<file path="src/rtl/uart_rx_frame.sv">
// uart_rx_frame: fixed-width UART frame receiver.
// Frame on rx: start (0), DATA_WIDTH data bits LSB first, [even parity], stop (1).
// `ready` is a level flag. It rises on a good stop bit and clears on the next confirmed start bit.
// Optional feature: define UART_RX_PARITY_EN to add an even-parity bit between data and stop.
// DATA_WIDTH must be at least 2, and CLOCKS_PER_PULSE must be at least 4.
//
// Handshake: there is no backpressure. Downstream detects the rising edge of `ready`
// and captures `data_output`, which stays stable until the next good frame.
module uart_rx_frame #(
  parameter int CLOCKS_PER_PULSE = 5208,
  parameter int DATA_WIDTH       = 21
) (
  input  logic                  clk,
  input  logic                  rst,
  input  logic                  rx,
  output logic                  ready,
  output logic [DATA_WIDTH-1:0] data_output,
  output logic                  busy,
  output logic                  frame_err,
  output logic [2:0]            dbg_state_o
);

  localparam int BW   = $clog2(CLOCKS_PER_PULSE);
  localparam int BITW = $clog2(DATA_WIDTH + 1);
  localparam logic [BW-1:0]   BAUD_LAST = BW'(CLOCKS_PER_PULSE - 1);
  localparam logic [BW-1:0]   BAUD_MID  = BW'(CLOCKS_PER_PULSE / 2 - 1);
  localparam logic [BITW-1:0] BIT_LAST  = BITW'(DATA_WIDTH - 1);

  typedef enum logic [2:0] {
    S_IDLE   = 3'd0,
    S_START  = 3'd1,
    S_DATA   = 3'd2,
`ifdef UART_RX_PARITY_EN
    S_PARITY = 3'd3,
`endif
    S_STOP   = 3'd4
  } state_t;

  state_t                state_q, state_d;
  logic                  rx_meta_q, rx_s_q;
  logic [BW-1:0]         baud_q, baud_d;
  logic [BITW-1:0]       bit_q, bit_d;
  logic [DATA_WIDTH-1:0] shift_q, shift_d;
  logic [DATA_WIDTH-1:0] data_q, data_d;
  logic                  ready_q, ready_d;
  logic                  ferr_q, ferr_d;
  logic                  busy_q;
  logic                  stop_ok;
`ifdef UART_RX_PARITY_EN
  logic                  par_err_q, par_err_d;
`endif

  // Two-flop synchroniser for the asynchronous line; it idles high.
  always_ff @(posedge clk) begin
    if (rst) begin
      rx_meta_q <= 1'b1;
      rx_s_q    <= 1'b1;
    end else begin
      rx_meta_q <= rx;
      rx_s_q    <= rx_meta_q;
    end
  end

  // A frame is accepted only on a high stop bit and, if enabled, good parity.
`ifdef UART_RX_PARITY_EN
  assign stop_ok = rx_s_q & ~par_err_q;
`else
  assign stop_ok = rx_s_q;
`endif

  // Next-state logic: baud and bit counting, shifting, and output updates.
  always_comb begin
    state_d = state_q;
    baud_d  = baud_q;
    bit_d   = bit_q;
    shift_d = shift_q;
    data_d  = data_q;
    ready_d = ready_q;
    ferr_d  = 1'b0;
`ifdef UART_RX_PARITY_EN
    par_err_d = par_err_q;
`endif
    case (state_q)
      S_IDLE: begin
        baud_d = '0;
        bit_d  = '0;
        if (!rx_s_q) state_d = S_START;
      end
      S_START: begin
        if (baud_q == BAUD_MID) begin
          baud_d = '0;
          if (rx_s_q) begin
            // Line is high again at mid-bit, so this was a glitch.
            state_d = S_IDLE;
          end else begin
            ready_d = 1'b0;
            bit_d   = '0;
            state_d = S_DATA;
          end
        end else begin
          baud_d = baud_q + 1'b1;
        end
      end
      S_DATA: begin
        if (baud_q == BAUD_LAST) begin
          baud_d  = '0;
          shift_d = {rx_s_q, shift_q[DATA_WIDTH-1:1]};
          bit_d   = bit_q + 1'b1;
          if (bit_q == BIT_LAST) begin
`ifdef UART_RX_PARITY_EN
            state_d = S_PARITY;
`else
            state_d = S_STOP;
`endif
          end
        end else begin
          baud_d = baud_q + 1'b1;
        end
      end
`ifdef UART_RX_PARITY_EN
      S_PARITY: begin
        if (baud_q == BAUD_LAST) begin
          baud_d    = '0;
          par_err_d = (^shift_q) ^ rx_s_q;
          state_d   = S_STOP;
        end else begin
          baud_d = baud_q + 1'b1;
        end
      end
`endif
      S_STOP: begin
        if (baud_q == BAUD_LAST) begin
          baud_d  = '0;
          state_d = S_IDLE;
          if (stop_ok) begin
            data_d  = shift_q;
            ready_d = 1'b1;
          end else begin
            ferr_d = 1'b1;
          end
        end else begin
          baud_d = baud_q + 1'b1;
        end
      end
      default: begin
        state_d = S_IDLE;
        baud_d  = '0;
        bit_d   = '0;
      end
    endcase
  end

  // State and output registers; reset discards any partial frame.
  always_ff @(posedge clk) begin
    if (rst) begin
      state_q <= S_IDLE;
      baud_q  <= '0;
      bit_q   <= '0;
      shift_q <= '0;
      data_q  <= '0;
      ready_q <= 1'b0;
      ferr_q  <= 1'b0;
      busy_q  <= 1'b0;
`ifdef UART_RX_PARITY_EN
      par_err_q <= 1'b0;
`endif
    end else begin
      state_q <= state_d;
      baud_q  <= baud_d;
      bit_q   <= bit_d;
      shift_q <= shift_d;
      data_q  <= data_d;
      ready_q <= ready_d;
      ferr_q  <= ferr_d;
      busy_q  <= (state_d != S_IDLE);
`ifdef UART_RX_PARITY_EN
      par_err_q <= par_err_d;
`endif
    end
  end

  assign ready       = ready_q;
  assign data_output = data_q;
  assign busy        = busy_q;
  assign frame_err   = ferr_q;
  assign dbg_state_o = state_q;

endmodule

</file>
<file path="config.mk">
export PLATFORM = sky130hd
export DESIGN_NAME = uart_rx_frame
export DESIGN_NICKNAME = d
export VERILOG_FILES = /design/src/rtl/uart_rx_frame.sv
export SDC_FILE = /design/constraint.sdc
export NUM_CORES = 1
export LEC_CHECK = 0
export BUFFER_PORTS_ARGS = -buffer_cell sky130_fd_sc_hd__buf_2
export CORE_ASPECT_RATIO = 0.6
export CORE_MARGIN = 1
export CORE_UTILIZATION = 25
export CTS_BUF_LIST = sky130_fd_sc_hd__clkbuf_4
export CTS_CLUSTER_SIZE = 12
export DETAILED_ROUTE_END_ITERATION = 6
export GPL_ROUTABILITY_DRIVEN = 1
export PLACE_DENSITY = 0.54
export REMOVE_ABC_BUFFERS = 1
export SLEW_MARGIN = 40
export SYNTH_ARGS = -nofsm -noshare
export SYNTH_HDL_FRONTEND = slang
export SYNTH_SLANG_ARGS = --single-unit
</file>
<file path="constraint.sdc">
create_clock -name clk -period 2.3 [get_ports clk]
set_input_delay 0.115 -clock clk [delete_from_list [all_inputs] [get_ports clk]]
set_output_delay 0.115 -clock clk [all_outputs]
set_load 0.02 [all_outputs]
</file>
Yosys cells after proc, flatten, opt, wreduce, memory -nomap -nowiden
Index checks and enable logic that the tools add are counted.
{ "word_totals": {"regBits": 68, "input_bits": 3, "output_inout_bits": 27, "word_cells": 54} }
{ "op_classes": {"n_addsub": 2, "n_eq_ne": 11, "mux": 20, "n_bitwise": 2, "n_reduce_logical": 9} }
{ "op_table": {"columns": ["cell", "n"], "rows": [
  ["2-to-1 mux 13 bit", 2],
  ["case mux 13 bit (2 select lines)", 1],
  ["2-to-1 mux 3 bit", 5],
  ["2-to-1 mux 5 bit", 3],
  ["case mux 5 bit (3 select lines)", 1],
  ["adder 13 x 1 -> 13 bit, second input constant", 1],
  ["== test 13 x 12 -> 1 bit, second input constant", 1],
  ["== test 13 bit, second input constant", 1],
  ["case mux 3 bit (4 select lines)", 1],
  ["inequality test 2 bit, second input constant", 5],
  ["adder 5 x 1 -> 5 bit, second input constant", 1],
  ["== test 5 bit, second input constant", 1],
  ["2-to-1 mux 1 bit", 5],
  ["AND reduction 5 bit", 1],
  ["AND reduction 4 bit", 1],
  ["== test 3 x 1 -> 1 bit, second input constant", 1],
  ["== test 3 x 2 -> 1 bit, second input constant", 1],
  ["== test 3 bit, second input constant", 1],
  ["logical NOT 3 bit", 1],
  ["AND reduction 3 bit", 1],
  ["nonzero test 3 bit", 1],
  ["OR reduction 3 bit", 1],
  ["2-to-1 mux 2 bit", 1],
  ["inverter 1 bit", 2],
  ["other kinds (4)", 4]
]} }

Longest topological paths before layout
Gate-level depths: netlist of the first run.
{ "logic_depth": {"ltp_word": 5, "mapped_depth": 7, "mapped_depth_nobuf": 7} }

Worst setup path before layout of the first run
Ideal clock, no wire load.
{ "synth_timing": {"path_type": "register to register", "startpoint": "reg baud_q[7]", "endpoint": "reg bit_q[3]", "setup_time_ns": 0.070, "arrival_time_ns": 2.041, "t_required_ns": 2.230, "setup_slack_ns": 0.188, "path_stages_with_launch": 6, "path_buffers": 0, "synth_period_minus_slack_ns": 2.112, "path_cell_list": "dfxtp_1 -> or4b_4 -> or3_4 -> a21o_1 -> or4_1 -> a21boi_1"} }
{ "synth_between": {"elab_chain_cells": 3, "word_cells_on_any_way": 5, "classes_between": "4 x eq/ne; 1 x reduce/logical"} }
{ "synth_rtl": {"columns": ["item", "line", "text"], "rows": [
  ["start: declaration", "41", "logic [BW-1:0] baud_q, baud_d;"],
  ["start signal: assignment", "169", "baud_q <= baud_d;"],
  ["== test 13 bit / == test 13 x 12 -> 1 bit (equally long branches)", "105, 90", null],
  ["inequality test 2 bit (no line)", null, null],
  ["AND reduction 4 bit (no line) *", null, null],
  ["end signal: assignment", "170", "bit_q <= bit_d;"],
  ["end: declaration", "42", "logic [BITW-1:0] bit_q, bit_d;"]
]} }
Every way passes the cells marked *; elsewhere a longest branch is shown, timed or not.
A chain may end at the register's enable or synchronous reset.

Worst setup path after layout of the first run
{ "layout_timing": {"startpoint": "reg baud_q[7]", "endpoint": "reg bit_q[4]"} }
The elaborated chain is that of the path after synthesis.

==> results of run 1 <==
[area by class of cell]
class                           instances  area (um^2)  area share (%)
Multi-Input combinational cell        236         1250            39.5
Clock buffer                           11         82.6            2.61
Tap cell                              135          169            5.34
Sequential cell                        68         1370            43.1
Timing Repair Buffer                   41          263            8.30
Inverter                                5         18.8           0.593
Clock inverter                          4         17.5           0.553
[cells by family (layout without fill, tap and decap cells)]
kind of cell	Yosys count	after routing	share of synthesized area [%]
mux	1	1	0.372
fa+ha+maj	3	3	1.40
buf+inv	22	61	3.45
simple gates	160	160	27.9
compound gates	61	61	12.7
xor+xnor	11	11	3.59
flops	68	68	50.7
[where the power goes]
group	internal [uW]	total [uW]	switching [uW]	leakage, uW
sequential	1180	1180	5.20	0.000549
clock	231	619	389	0.0000616
combinational	13.6	41.0	27.4	0.000493
total	1420	1840	421	0.00110
[worst max-delay path by stage]
stage	from	endpoint	cells after the start
detailed placement	baud_q[7]	bit_q[4]	5
finish	baud_q[7]	bit_q[4]	5
floorplan	baud_q[7]	bit_q[0]	5
global route	baud_q[7]	bit_q[4]	5
CTS	baud_q[7]	bit_q[4]	5
global placement	baud_q[7]	bit_q[3]	5
[synthesized netlist by cell type (2+ instances only)]
master	instances
a21boi_1	3
a21oi_1	46
and3_1	3
and4_1	2
buf_2	2
buf_4	2
clkbuf_1	13
dfxtp_1	68
ha_1	3
inv_1	5
nand2_1	93
nand2b_1	3
nand3_1	9
nand4_1	2
nand4b_1	2
nor2_1	19
nor3_1	6
nor3b_1	4
nor4_1	2
o21ai_0	2
o31ai_1	2
or2_2	3
or4_1	2
xnor2_1	3
xor2_1	8
[through the flow]
stage / area, um^2 / util, % / power [uW] / hold slack (ns) / std cells
2_1_floorplan: 2610 / - / 1230 / 0.184 / 309
3_3_place_gp: 3030 / 29.8 / 1250 / 0.313 / 483
3_5_place_dp: 3030 / 29.8 / 1250 / 0.312 / 483
4_1_cts: 3140 / 30.9 / 1890 / 0.0255 / 499
5_1_grt: 3170 / 31.2 / 1950 / 0.0262 / 500
6_report: 3170 / 31.2 / 1840 / 0.0471 / 500
[layer usage]
layer | global-route usage, % | share of wire (%) | up-vias
li1 | - | - | 1172
met1 | 15.1 | 54 | 1011
met2 | 16.8 | 40 | 48
met3 | 3.85 | 4.7 | 11
met4 | 6.56 | 1.7 | 0
met5 | 0 | 0 | -
[flip-flops by register name (all words and copies together) (netlist names)]
name,count
data_output,21
shift_q,21
baud_q,13
bit_q,5
dbg_state_o,3
busy,1
frame_err,1
ready,1
rx_meta_q,1
rx_s_q,1
[timing repair]
action / in CTS / in global routing
endpoints found under the setup margin: 0 / 3
setup buffers: 0 / 1
endpoints found under the hold margin: 1 / 0
resized for setup: 0 / 6
hold buffers: 1 / 0
==> reports/results.txt, run 1 <==
Vias in the first global route: 2,075
Worst-path cell chain: or4b_4 > or3_4 > a21o_4 > or4_1 > a21boi_1
Largest net degree at the start of global routing: 45
Vias: 2,242
Root buf cell: clkbuf_4
Most common cell after layout, fill and taps aside: nand2_1
Clock latency on the worst-skew pair: 0.41 ns
Die H: 82.3 um
Crit-path slowest cell: or4b_4
Drt pass-1 iters: 6
F_max: 456 MHz
CTS Buf Count: 9
Critical hold path startpoint: rst
CP peak stage delay: 0.55 ns
Total of max-cap violations: 0
Cell taking the most area after synthesis: dfxtp_1
Outcome: complete, no violations
Netlist Area Pre-Place: 0.00269 mm^2
# rows: 28
Yosys warning count: 0
Antenna viol nets, final: 0
CP Capture Type: flip-flop
Share of layout cells above drive strength 1: 17.8%
Crit Path Max Fanout: 7
CTS tree: built
Post-placement setup slack: 0.0683 ns
Average wire per standard cell: 11.9 um
Placed wire-length estimate: 4000 um
Setup Crit Path Kind: reg2reg
# port buffers: 29
Worst Setup Start Kind: flip-flop
Final net count: 367
R2R depth: 5
Synth Register Bits: 68
Final WS setup: 0.108 ns
Initial Utilization: 26.5%
Most frequent cells in the layout: 93 x nand2_1, 67 x dfxtp_1, 46 x a21oi_1, 29 x buf_2, 19 x nor2_1
Worst-Margin Slew: 0.522 ns
Clock skew: 0.00695 ns
Total gr overflow: 0
Terminus of the critical flop-to-flop path: bit_q[4]
CP required: 2.65 ns
Top-area cell type share of the netlist area: 50.7%
N_diodes: 0
Synth Instances: 326
Final period utilization: 95.3%
Leak Pwr: 0.00110 uW
Initial antenna violation count: 0
Syn Area/Cell: 8.24 um^2
Final setup vio count: 0
R2r setup slk: 0.11 ns
Via/cell ratio: 4.48
Netlist cell types: 44
Synth Flop Type: dfxtp_1
Peak VDD IR: 318 uV
Final slew viol count: 0
H-tree depth: 3
HP Class: in2reg
# DRC: 0
First-pass GRT wire length: 9830 um
EDFF count, synth: 0
Sequential area share after synthesis: 50.7%
Rel. slew slack: 65.0%
RSZ-0062 raised after global routing: false
Global-route usage over all layers: 11.6%
Final WL: 5960 um
CP bufs+invs: 0
WHS Endpoint: ready
Reg2reg start: baud_q[7]
Fillcell total: 1,105
CTS clock-pin slew for the worst setup and hold paths: 0.10 ns
Synth async-reset ratio: 0%
Full die area: 0.0112 mm^2
Crit path DAT: 2.54 ns
Final hold vios: 0
Clk buf depth: 2
Hold path depth: 2
Final Critical Period: 2.19 ns
Layout overhead on the synthesized area: 17.8%
Setup_tns: 0 ns
Core area: 0.0102 mm^2
Pwr dens: 583 mW/mm^2
Top Ports: 30
Clk sinks: 68
Synth area leaders: dfxtp_1 51%, nand2_1 13%, a21oi_1 8.6%
Initial DRC count: 113
Die extent in x: 136 um
Delay-heaviest family, CP: simple AND/OR/NAND/NOR gates
Placer Congestion: 0.759
No activity file was read; power rests on OpenSTA's default activity.
==> inputs of run 2 (changes only) <==
==> constraint.sdc (replaced) <==
create_clock -name clk -period 1.8 [get_ports clk]
set_input_delay 0.09 -clock clk [delete_from_list [all_inputs] [get_ports clk]]
set_output_delay 0.09 -clock clk [all_outputs]
set_load 0.02 [all_outputs]
==> run 2 against run 1 <==
  * Clock skew is 0.011 ns higher
  * Die area is the same
  * Sequential cell count did not move
  * Sequential power is 28% higher
  * The run now ends with setup timing left
  * First-iteration DRC count grew 3.5%
  * Global-route usage rose by 2.3 points
  * Register-to-register slack worse by 0.37 ns
==> reports/results.txt, run 2 (synthesis results as in run 1) <==
Clock skew: 0.0180 ns (+0.0110 ns)
Comb power frac: 2.9% (+0.7 points)
Placed wire-length estimate: 4340 um (+8.5%)
Final setup vio count: 64 (+64)
R2R depth: 5 (unchanged)
CTS Buf Count: 9 (unchanged)
Full die area: 0.0112 mm^2 (unchanged)
Vias in the first global route: 2,298 (+11%)
Final Critical Period: 2.06 ns (-0.130 ns)
Clk sinks: 68 (unchanged)
Hold path depth: 2 (unchanged)
Initial DRC count: 117 (+3.5%)
Crit path DAT: 2.42 ns (-0.12 ns)
Root buf cell: clkbuf_4
Global-route usage over all layers: 14.0% (+2.3 points)
# port buffers: 29 (unchanged)
WHS Endpoint: bit_q[0]
Peak VDD IR: 438 uV (+38%)
Rel. slew slack: 66.1% (+1.1 points)
Failing checks: setup timing
Outcome: finished with violations
H-tree depth: 3 (unchanged)
RSZ-0062 raised after global routing: true
Critical hold path startpoint: rst
F_max: 485 MHz (+6.3%)
Placer Congestion: 0.809 (+6.5%)
Vias: 2,479 (+11%)
HP Class: in2reg
R2r setup slk: -0.26 ns (-0.37 ns)
Initial Utilization: 26.5% (unchanged)
Die extent in x: 136 um (unchanged)
CP Capture Type: flip-flop
Average wire per standard cell: 13.5 um (+13%)
Final hold vios: 0 (unchanged)
Terminus of the critical flop-to-flop path: bit_q[4]
N_diodes: 0 (unchanged)
Final Util: 38.6% (+7.4 points)
Post-placement setup slack: -0.394 ns (-0.462 ns)
Reg2reg start: baud_q[11]
Final WS setup: -0.262 ns (-0.370 ns)
Largest net degree at the start of global routing: 33 (-27%)
Leak Pwr: 0.00150 uW (+36%)
Seq pwr share: 63.8% (-0.4 points)
Initial antenna violation count: 0 (unchanged)
Antenna viol nets, final: 0 (unchanged)
Via/cell ratio: 4.56 (+1.6%)
# rows: 28 (unchanged)
Crit Path Max Fanout: 5 (-2)
First-pass GRT wire length: 11,500 um (+17%)
Share of layout cells above drive strength 1: 33.7% (+16 points)
Core area: 0.0102 mm^2 (unchanged)
Final net count: 412 (+12%)
Overall Power: 2370 uW (+29%)
Clock share of power: 33.3% (-0.3 points)
Setup Crit Path Kind: reg2reg
Clock latency on the worst-skew pair: 0.43 ns (+0.02 ns)
Worst Setup Start Kind: flip-flop
CP required: 2.16 ns (-0.49 ns)
Final slew viol count: 0 (unchanged)
Setup_tns: -10.68 ns (-10.68 ns)
WHS: 0.0993 ns (+0.0522 ns)
Top Ports: 30 (unchanged)
Final period utilization: 115% (+19 points)
Total of max-cap violations: 0 (unchanged)
Clk buf depth: 2 (unchanged)
P_int: 1810 uW (+27%)
Final WL: 7350 um (+23%)
Die H: 82.3 um (unchanged)
# DRC: 0 (unchanged)
Most common cell after layout, fill and taps aside: nand2_1
Pwr dens: 605 mW/mm^2 (+3.9%)
Layout overhead on the synthesized area: 45.8%
CTS clock-pin slew for the worst setup and hold paths: 0.11 ns (about the same)
Most frequent cells in the layout: 87 x nand2_1, 66 x dfxtp_1, 34 x a21oi_1, 32 x buf_4, 29 x buf_2
Drt pass-1 iters: 4 (-2)
Total gr overflow: 0 (unchanged)
CTS tree: built
Worst-Margin Slew: 0.506 ns (-0.0156 ns)
Switching share of power: 23.8% (+0.97 points)
Sw power: 565 uW (+34%)
-- run 2: worst max-delay path, stage by stage (launching register included) --
cell and delay (ns):
dfxtp_2 0.34, or4b_4 0.53, or3_4 0.35, a21o_4 0.23
or4_4 0.42, a21boi_2 0.15
-- run 2: worst max path at each step --
stage                     startpoint        to  slack [ns]  depth (start not counted)
after floorplan            baud_q[7]  bit_q[0]       -0.48                          5
after global placement     baud_q[7]  bit_q[4]       -0.32                          5
after CTS                 baud_q[11]  bit_q[4]       -0.27                          5
final                     baud_q[11]  bit_q[4]       -0.26                          5
after detailed placement   baud_q[7]  bit_q[4]       -0.39                          5
after global routing       baud_q[0]  bit_q[4]       -0.32                          6
-- run 2: cell type report --
| type | instances | area, um^2 |
|---|---|---|
| Clock buffer | 10 | 75.1 |
| Clock inverter | 4 | 18.8 |
| Fill cell | 1057 | 6240 |
| Inverter | 5 | 18.8 |
| Multi-Input combinational cell | 236 | 1400 |
| Sequential cell | 68 | 1360 |
| Tap cell | 135 | 169 |
| Timing Repair Buffer | 86 | 873 |
-- run 2: repair_timing --
| action | 4_1_cts | 5_1_grt |
|---|---|---|
| hold buffers | 1 | 0 |
| pin swaps | 12 | 9 |
| gates cloned | 8 | 2 |
| setup buffers | 9 | 2 |
| endpoints found under the hold margin | 1 | 0 |
| endpoints found under the setup margin | 63 | 65 |
| resized for setup | 33 | 22 |
-- run 2: per-layer routing --
metal | vias to the layer above | track usage (%) | wire [um] | share of wire, %
li1 | 1268 | - | - | -
met1 | 1168 | 19.1 | 3880 | 53
met2 | 39 | 20.2 | 3160 | 43
met3 | 4 | 5.31 | 271 | 3.7
met4 | 0 | 4.00 | 45 | 0.61
met5 | - | 0 | 0 | 0
-- run 2: power groups by stage --
stage          clock network (uW)  logic [uW]  registers [uW]
2_1_floorplan                   0        17.6            1550
3_3_place_gp                    0        61.8            1550
3_5_place_dp                    0        63.0            1550
4_1_cts                       821        66.5            1510
5_1_grt                       902        73.8            1520
6_report                      789        68.4            1510
-- run 2: metrics by stage --
stage / cell area [um^2] / std cells
4_1_cts: 3770 / 540
3_3_place_gp: 3250 / 508
5_1_grt: 3920 / 544
6_report: 3920 / 544
2_1_floorplan: 2610 / 309
3_5_place_dp: 3250 / 508
